--- src/rtl/rom_arbiter.sv ---
`default_nettype none
// ============================================================================
//  Module   : rom_arbiter
//  Purpose  : Two-port round-robin arbiter in front of an asynchronous ROM.
//             Each accepted request drives rom_sel/rom_a for WAIT_STATES+1
//             cycles, captures rom_dout on the last of those edges, then
//             presents a one-cycle response pulse to the requester that owns
//             the access. Only one access is in flight at a time.
//  Revision : 1.0  initial release
// ----------------------------------------------------------------------------
//  Parameters
//    WAIT_STATES  extra cycles the ROM address is held before sampling (0..15)
//    ADDR_W       ROM address width
//  Ports
//    clk          single clock, rising edge
//    rst          asynchronous, active-high reset
//    req0_valid   requester 0 (CPU fetch) wants an access
//    req0_addr    requester 0 address
//    req0_ready   requester 0 accepted this cycle (combinational)
//    rsp0_valid   one-cycle pulse: rsp_data holds requester 0 read data
//    req1_valid   requester 1 (debug/loader) wants an access
//    req1_addr    requester 1 address
//    req1_ready   requester 1 accepted this cycle (combinational)
//    rsp1_valid   one-cycle pulse: rsp_data holds requester 1 read data
//    rsp_data     shared read data, held until the next capture
//    rom_sel      ROM chip select, high only while an access is in progress
//    rom_a        ROM address
//    rom_dout     ROM read data, combinational from rom_a
// ============================================================================
module rom_arbiter #(
    parameter int WAIT_STATES = 1,
    parameter int ADDR_W      = 4
) (
    input  logic              clk,
    input  logic              rst,
    input  logic              req0_valid,
    input  logic [ADDR_W-1:0] req0_addr,
    output logic              req0_ready,
    output logic              rsp0_valid,
    input  logic              req1_valid,
    input  logic [ADDR_W-1:0] req1_addr,
    output logic              req1_ready,
    output logic              rsp1_valid,
    output logic [7:0]        rsp_data,
    output logic              rom_sel,
    output logic [ADDR_W-1:0] rom_a,
    input  logic [7:0]        rom_dout
);

    // ------------------------------------------------------------------------
    // Constants
    // ------------------------------------------------------------------------
    // The wait-state counter only needs to cover 0..15.
    localparam int               c_cnt_w   = 4;
    localparam logic [c_cnt_w-1:0] c_wait  = c_cnt_w'(WAIT_STATES);
    localparam logic [c_cnt_w-1:0] c_cnt_one = c_cnt_w'(1);

    localparam logic [1:0] c_idle    = 2'd0;
    localparam logic [1:0] c_access  = 2'd1;
    localparam logic [1:0] c_respond = 2'd2;

    // ------------------------------------------------------------------------
    // State
    // ------------------------------------------------------------------------
    logic [1:0]         state_q,      state_d;
    logic [c_cnt_w-1:0] cnt_q,        cnt_d;
    logic [ADDR_W-1:0]  addr_q,       addr_d;
    logic               owner_q,      owner_d;
    logic               last_grant_q, last_grant_d;
    logic [7:0]         rsp_data_q,   rsp_data_d;

    // ------------------------------------------------------------------------
    // Arbitration
    // ------------------------------------------------------------------------
    // w_pick1 names the requester that would win if a handshake happened now.
    // With a single requester it simply follows req1_valid; under contention
    // the requester that did not win last time gets the slot.
    logic w_pick1;
    logic w_idle;
    logic w_accept;

    always_comb begin
        w_pick1 = 1'b0;
        if (req0_valid && req1_valid) begin
            w_pick1 = ~last_grant_q;
        end else begin
            w_pick1 = req1_valid;
        end
    end

    assign w_idle     = (state_q == c_idle);

    // Ready is only offered in IDLE, so requests seen during ACCESS or
    // RESPOND leave no trace. At most one of the two can be high because
    // each is qualified by the opposite polarity of w_pick1.
    assign req0_ready = w_idle & req0_valid & ~w_pick1;
    assign req1_ready = w_idle & req1_valid &  w_pick1;
    assign w_accept   = req0_ready | req1_ready;

    // ------------------------------------------------------------------------
    // Next-state logic
    // ------------------------------------------------------------------------
    always_comb begin
        state_d      = state_q;
        cnt_d        = cnt_q;
        addr_d       = addr_q;
        owner_d      = owner_q;
        last_grant_d = last_grant_q;
        rsp_data_d   = rsp_data_q;

        case (state_q)
            c_idle: begin
                if (w_accept) begin
                    // The address is copied here so the requester is free
                    // to change it while the access is in flight.
                    addr_d       = w_pick1 ? req1_addr : req0_addr;
                    owner_d      = w_pick1;
                    last_grant_d = w_pick1;
                    cnt_d        = c_wait;
                    state_d      = c_access;
                end
            end

            c_access: begin
                if (cnt_q == '0) begin
                    rsp_data_d = rom_dout;
                    state_d    = c_respond;
                end else begin
                    cnt_d = cnt_q - c_cnt_one;
                end
            end

            c_respond: begin
                state_d = c_idle;
            end

            default: begin
                state_d = c_idle;
            end
        endcase
    end

    // ------------------------------------------------------------------------
    // Registers
    // ------------------------------------------------------------------------
    // last_grant resets to requester 1 so that requester 0 wins the first
    // contention after reset. Resetting state_q also kills any access in
    // flight, so no late response can appear after release.
    always_ff @(posedge clk or posedge rst) begin
        if (rst) begin
            state_q      <= c_idle;
            cnt_q        <= '0;
            addr_q       <= '0;
            owner_q      <= 1'b0;
            last_grant_q <= 1'b1;
            rsp_data_q   <= 8'h00;
        end else begin
            state_q      <= state_d;
            cnt_q        <= cnt_d;
            addr_q       <= addr_d;
            owner_q      <= owner_d;
            last_grant_q <= last_grant_d;
            rsp_data_q   <= rsp_data_d;
        end
    end

    // ------------------------------------------------------------------------
    // Outputs
    // ------------------------------------------------------------------------
    // All outputs decode directly from registered state, so the asynchronous
    // reset clears them in the same instant it clears the flops.
    assign rom_sel    = (state_q == c_access);
    assign rom_a      = addr_q;
    assign rsp0_valid = (state_q == c_respond) & ~owner_q;
    assign rsp1_valid = (state_q == c_respond) &  owner_q;
    assign rsp_data   = rsp_data_q;

endmodule
`default_nettype wire

--- config.mk ---
export PLATFORM = sky130hd
export DESIGN_NAME = rom_arbiter
export DESIGN_NICKNAME = d
export VERILOG_FILES = /design/src/rtl/rom_arbiter.sv
export SDC_FILE = /design/constraint.sdc
export NUM_CORES = 1
export LEC_CHECK = 0
export BUFFER_PORTS_ARGS = -buffer_cell sky130_fd_sc_hd__buf_2
export CAP_MARGIN = 20
export CORE_MARGIN = 4
export CORE_UTILIZATION = 50
export CTS_BUF_LIST = sky130_fd_sc_hd__clkbuf_4 sky130_fd_sc_hd__clkbuf_8
export DETAILED_ROUTE_END_ITERATION = 8
export GPL_TIMING_DRIVEN = 0
export PLACE_DENSITY = 0.91
export SETUP_SLACK_MARGIN = 0.1
export SLEW_MARGIN = 20
export SYNTH_ARGS = -nofsm -noshare
export SYNTH_HDL_FRONTEND = slang
export SYNTH_SLANG_ARGS = --single-unit
--- constraint.sdc ---
create_clock -name clk -period 2 [get_ports clk]
set_input_delay 0.2 -clock clk [delete_from_list [all_inputs] [get_ports clk]]
set_output_delay 0.2 -clock clk [all_outputs]
set_load 0.02 [all_outputs]
After elaboration in Yosys (flattened, before gate mapping)
Cells that the tools add are included.
Widths: inputs -> output; s select.
{ "word_totals": {"out_inout_bits": 17, "wordCells": 38, "regBits": 20} }
{ "op_classes": {"eq_ne": 5, "n_addsub": 1, "n_reduce_logical": 8, "n_bitwise": 10, "mux": 8} }
{ "op_table": {"columns": ["cell", "n"], "rows": [
  ["$mux 4", 3],
  ["$pmux 4 s2", 1],
  ["$and 1x1->1", 6],
  ["$reduce_and 2->1", 3],
  ["$logic_not 4->1", 1],
  ["$mux 2", 2],
  ["$ne 2x1->1 const B", 2],
  ["$pmux 2 s2", 1],
  ["$sub 4x1->4 const B", 1],
  ["$not 1->1", 3],
  ["$reduce_and 3->1", 1],
  ["$eq 2x1->1 const B", 1],
  ["$eq 2x2->1 const B", 1],
  ["$logic_not 2->1", 1],
  ["$ne 2x2->1 const B", 1],
  ["$reduce_bool 2->1", 1],
  ["$logic_and 1x1->1", 1],
  ["$mux 1", 1],
  ["$or 1x1->1", 1]
]} }

Logic depth before layout (Yosys ltp)
{ "depth": {"word_depth": 7, "mapped_depth": 6, "ltp_nobuf": 5} }

Worst setup path after synthesis
OpenSTA, ideal clock, no wires.
{ "synth_path": {"path_type": "flip-flop to flip-flop", "start": "register cnt_q[0]", "end": "register rsp_data_q[0] (netlist: rsp_data[0])", "setup_ps": 125, "setup_slack_ps": 364, "t_arrival_ps": 1511, "period_less_slack_ps": 1636, "path_stages_with_launch": 7, "n_path_buf": 1, "path_cell_list": "dfrtp_1 inv_1 ha_1 nand2b_4 or3_1 buf_6 mux2_4"} }
{ "synth_via": {"elab_chain_cells": 2} }
{ "synth_rtl": {"columns": ["item", "line_no", "rtl"], "rows": [
  ["start, declared", "66", "logic [c_cnt_w-1:0] cnt_q, cnt_d;"],
  ["start signal, assigned", "159", "cnt_q <= cnt_d;"],
  ["$logic_not 4->1", "125", "if (cnt_q == '0) begin"],
  ["$reduce_and 2->1 (no line)", null, null],
  ["end signal, assigned", "163", "rsp_data_q <= rsp_data_d;"],
  ["end, declared", "70", "logic [7:0] rsp_data_q, rsp_data_d;"]
]} }
Every way passes these cells.
A chain may end at the register's enable or synchronous reset.

Final worst setup path
{ "layout_path": {"start": "register cnt_q[0]", "end": "register rsp_data_q[1] (netlist: rsp_data[1])"} }
Same word-level chain as after synthesis.

==> flow_summary.ini <==
[cells_and_area]
syn2layout_area_growth_pct = 26.7
finalNonFillerCells = 141
layout_common_cells = buf_2, dfrtp_1, mux2_2
final_common_cell = buf_2
fin_area_mm2 = 0.00125
diodes = 0
nNetsFinal = 139
layout-drive-gt1-share_pct = 54.3

[critical_path]
critPathBufInv = 2
endpoint_kind = flop
setup.worst_path.start = cnt_q[0]
start_kind = flop
crit_slowest_cell = dfrtp_1
arrival_ns = 1.98
timing.critical_path.cells = inv_1 > ha_1 > nand2b_4 > or3_1 > buf_6 > mux2_4
worst-path-stages = 6
r2r-start = cnt_q[0]
crit_end = rsp_data[1]
crit_required_ns = 2.21
regToRegEndpoint = rsp_data[1]
critPathMaxStageDelay_ns = 0.40
r2r_slack_ns = 0.23
critical_path.max_fanout = 9
path_delay_family = simple AND/OR/NAND/NOR gates
worstSetupPathType = reg -> reg
reg2regPathDepth = 6

[run_status]
outcome = finished with violations
violations = hold timing

[power]
clkPwrFrac_pct = 15.2
irDropWorstVdd_mv = 1.12
p_switching_mw = 0.849
power_frac_seq_pct = 34.4
p_leak_nw = 0.644
switching_share_pct = 38.5
p_per_area_mw_per_mm2 = 1760
power.internal_mw = 1.36
comb_power_share_pct = 50.4

[timing]
rsz0062_at_grt = no
fin_crit_ns = 1.77
max_freq_mhz = 564
final-max-slew-violation-count = 0
fin_ws_ns = 0.226
slew_headroom_pct = 51.7
worstMarginPinSlew_ns = 0.723
tns_ns = 0
finalSetupViolCount = 0
hold_violations = 19
holdWs_ns = -0.0224
fin_skew_ns = 0.00715
period_share_pct = 88.7

[floorplan]
io_pins = 37
floorplan.initialDensity_pct = 54.9
coreArea_mm2 = 0.00180
die_h_um = 52.5
num_rows = 15
die_x_um = 52.5
die_area_mm2 = 0.00275

[drt]
drtAntennaViolNets = 0
vias_per_cell = 5.40
via_count = 761
wl_per_cell_um = 14.3
drtIter0Drc = 18
drt_wl_total_um = 2010
firstDrtPassIters = 4
drc = 0

[yosys]
netlist_instances = 76
synth_top_area_share_pct = 48.1
syn_nets = 98
ys_ff_latch = 20
yosysSeqAreaShare_pct = 50.8
post_synth.cell_area_avg_um2 = 13.0
synth_area_leaders = dfrtp_1, mux2_4, mux2_2, nand2b_4, dfstp_2
netlist_area_um2 = 988
yosys_warnings = 0
synth_cell_type_count = 29
synth_area_leader_cell = dfrtp_1

[grt]
grt_usage_pct = 17.3
grt_pass1_wl_um = 3390
grt-ovfl-total = 0
antenna_found_initial = 0
grt_pass1_vias = 798
grt_max_degree = 21

[cts]
tritoncts = done
post-cts-setup-buffers = 0
clkLatencyLatePin_ns = 0.32
clock_path_buffers = 2
cts_root_buf = clkbuf_4
cts_sinks = 20
cts_max_level = 1
postCtsHoldBufs = 0
clkTransAtPathRegs_ns = 0.12
cts_buffers = 3
cts-resized-gates = 0

[min_path]
hold_class = in -> async

[placement]
portBuffers = 36
hpwl_um = 1460
place_area_mm2 = 0.00120
place_ws_ns = 0.269
dpl.cell_count = 137
place.gp.congestion = 0.751

[flow_run]
maxCapViolCount = 0
## registers in the layout (all words and copies together), names as in the netlist
register	cells
owner_q	1
cnt_q	4
rsp_data	8
state_q	2
rom_a	4
last_grant_q	1
## worst min-delay path by stage
stage	start	slack (ns)	endpoint
after detailed placement	rst	0.36	rsp_data[2]
final	rst	-0.02	rsp_data[2]
after CTS	rst	0.02	rsp_data[7]
after floorplan	rst	0.16	cnt_q[0]
after global placement	rst	0.35	rsp_data[2]
after global routing	rst	0.06	rsp_data[7]
## power by group through the flow
stage / Clock (mW) / Combinational, mW / Sequential (mW)
after CTS: 0.332 / 1.12 / 0.758
after global routing: 0.351 / 1.20 / 0.791
final: 0.336 / 1.11 / 0.758
after global placement: 0 / 1.07 / 0.750
after floorplan: 0 / 0.672 / 0.898
after detailed placement: 0 / 1.11 / 0.759
## stage by stage
step / utilization (%) / total power [mW]
2_1_floorplan: - / 1.57
3_3_place_gp: 66.6 / 1.82
3_5_place_dp: 66.6 / 1.87
4_1_cts: 69.5 / 2.21
5_1_grt: 69.5 / 2.34
6_report: 69.5 / 2.21
## routing by layer
metal  wire (um)  up-vias  global-route usage [%]
li1            -      352                       -
met1         802      366                    18.9
met2         954       36                    29.8
met4          67        0                    9.79
met3         185        7                    4.84
met5           0        -                       0
## Yosys cell counts
cell type,count
dfrtp_1,19
mux2_2,9
mux2_4,8
inv_1,5
nor2_1,3
ha_1,2
nand2_1,2
nand2b_4,2
nand3b_1,2
nand4b_1,2
nor3b_1,2
o211ai_1,2
o21ai_0,2
a21boi_1,1
a21o_1,1
a21oi_1,1
a31oi_1,1
and2_1,1
and3b_1,1
buf_6,1
dfstp_2,1
nand2b_1,1
nand3_1,1
nor2_2,1
nor3_1,1
o221ai_1,1
o22ai_1,1
or2_2,1
or3_1,1
## layout make-up
| cell class | instances | area, um^2 |
|---|---|---|
| Sequential cell | 20 | 502 |
| Inverter | 5 | 18.8 |
| Fill cell | 151 | 549 |
| Tap cell | 25 | 31.3 |
| Clock inverter | 1 | 30.0 |
| Buffer | 1 | 11.3 |
| Multi-Input combinational cell | 50 | 457 |
| Timing Repair Buffer | 36 | 180 |
| Clock buffer | 3 | 22.5 |
## cell families after synthesis
logic type | share of synthesized area [%]
flops | 50.8
mux | 22.4
fa+ha+maj | 2.53
buf+inv | 3.04
compound gates | 6.71
simple gates | 14.6
No activity file was read; power rests on OpenSTA's default activity.
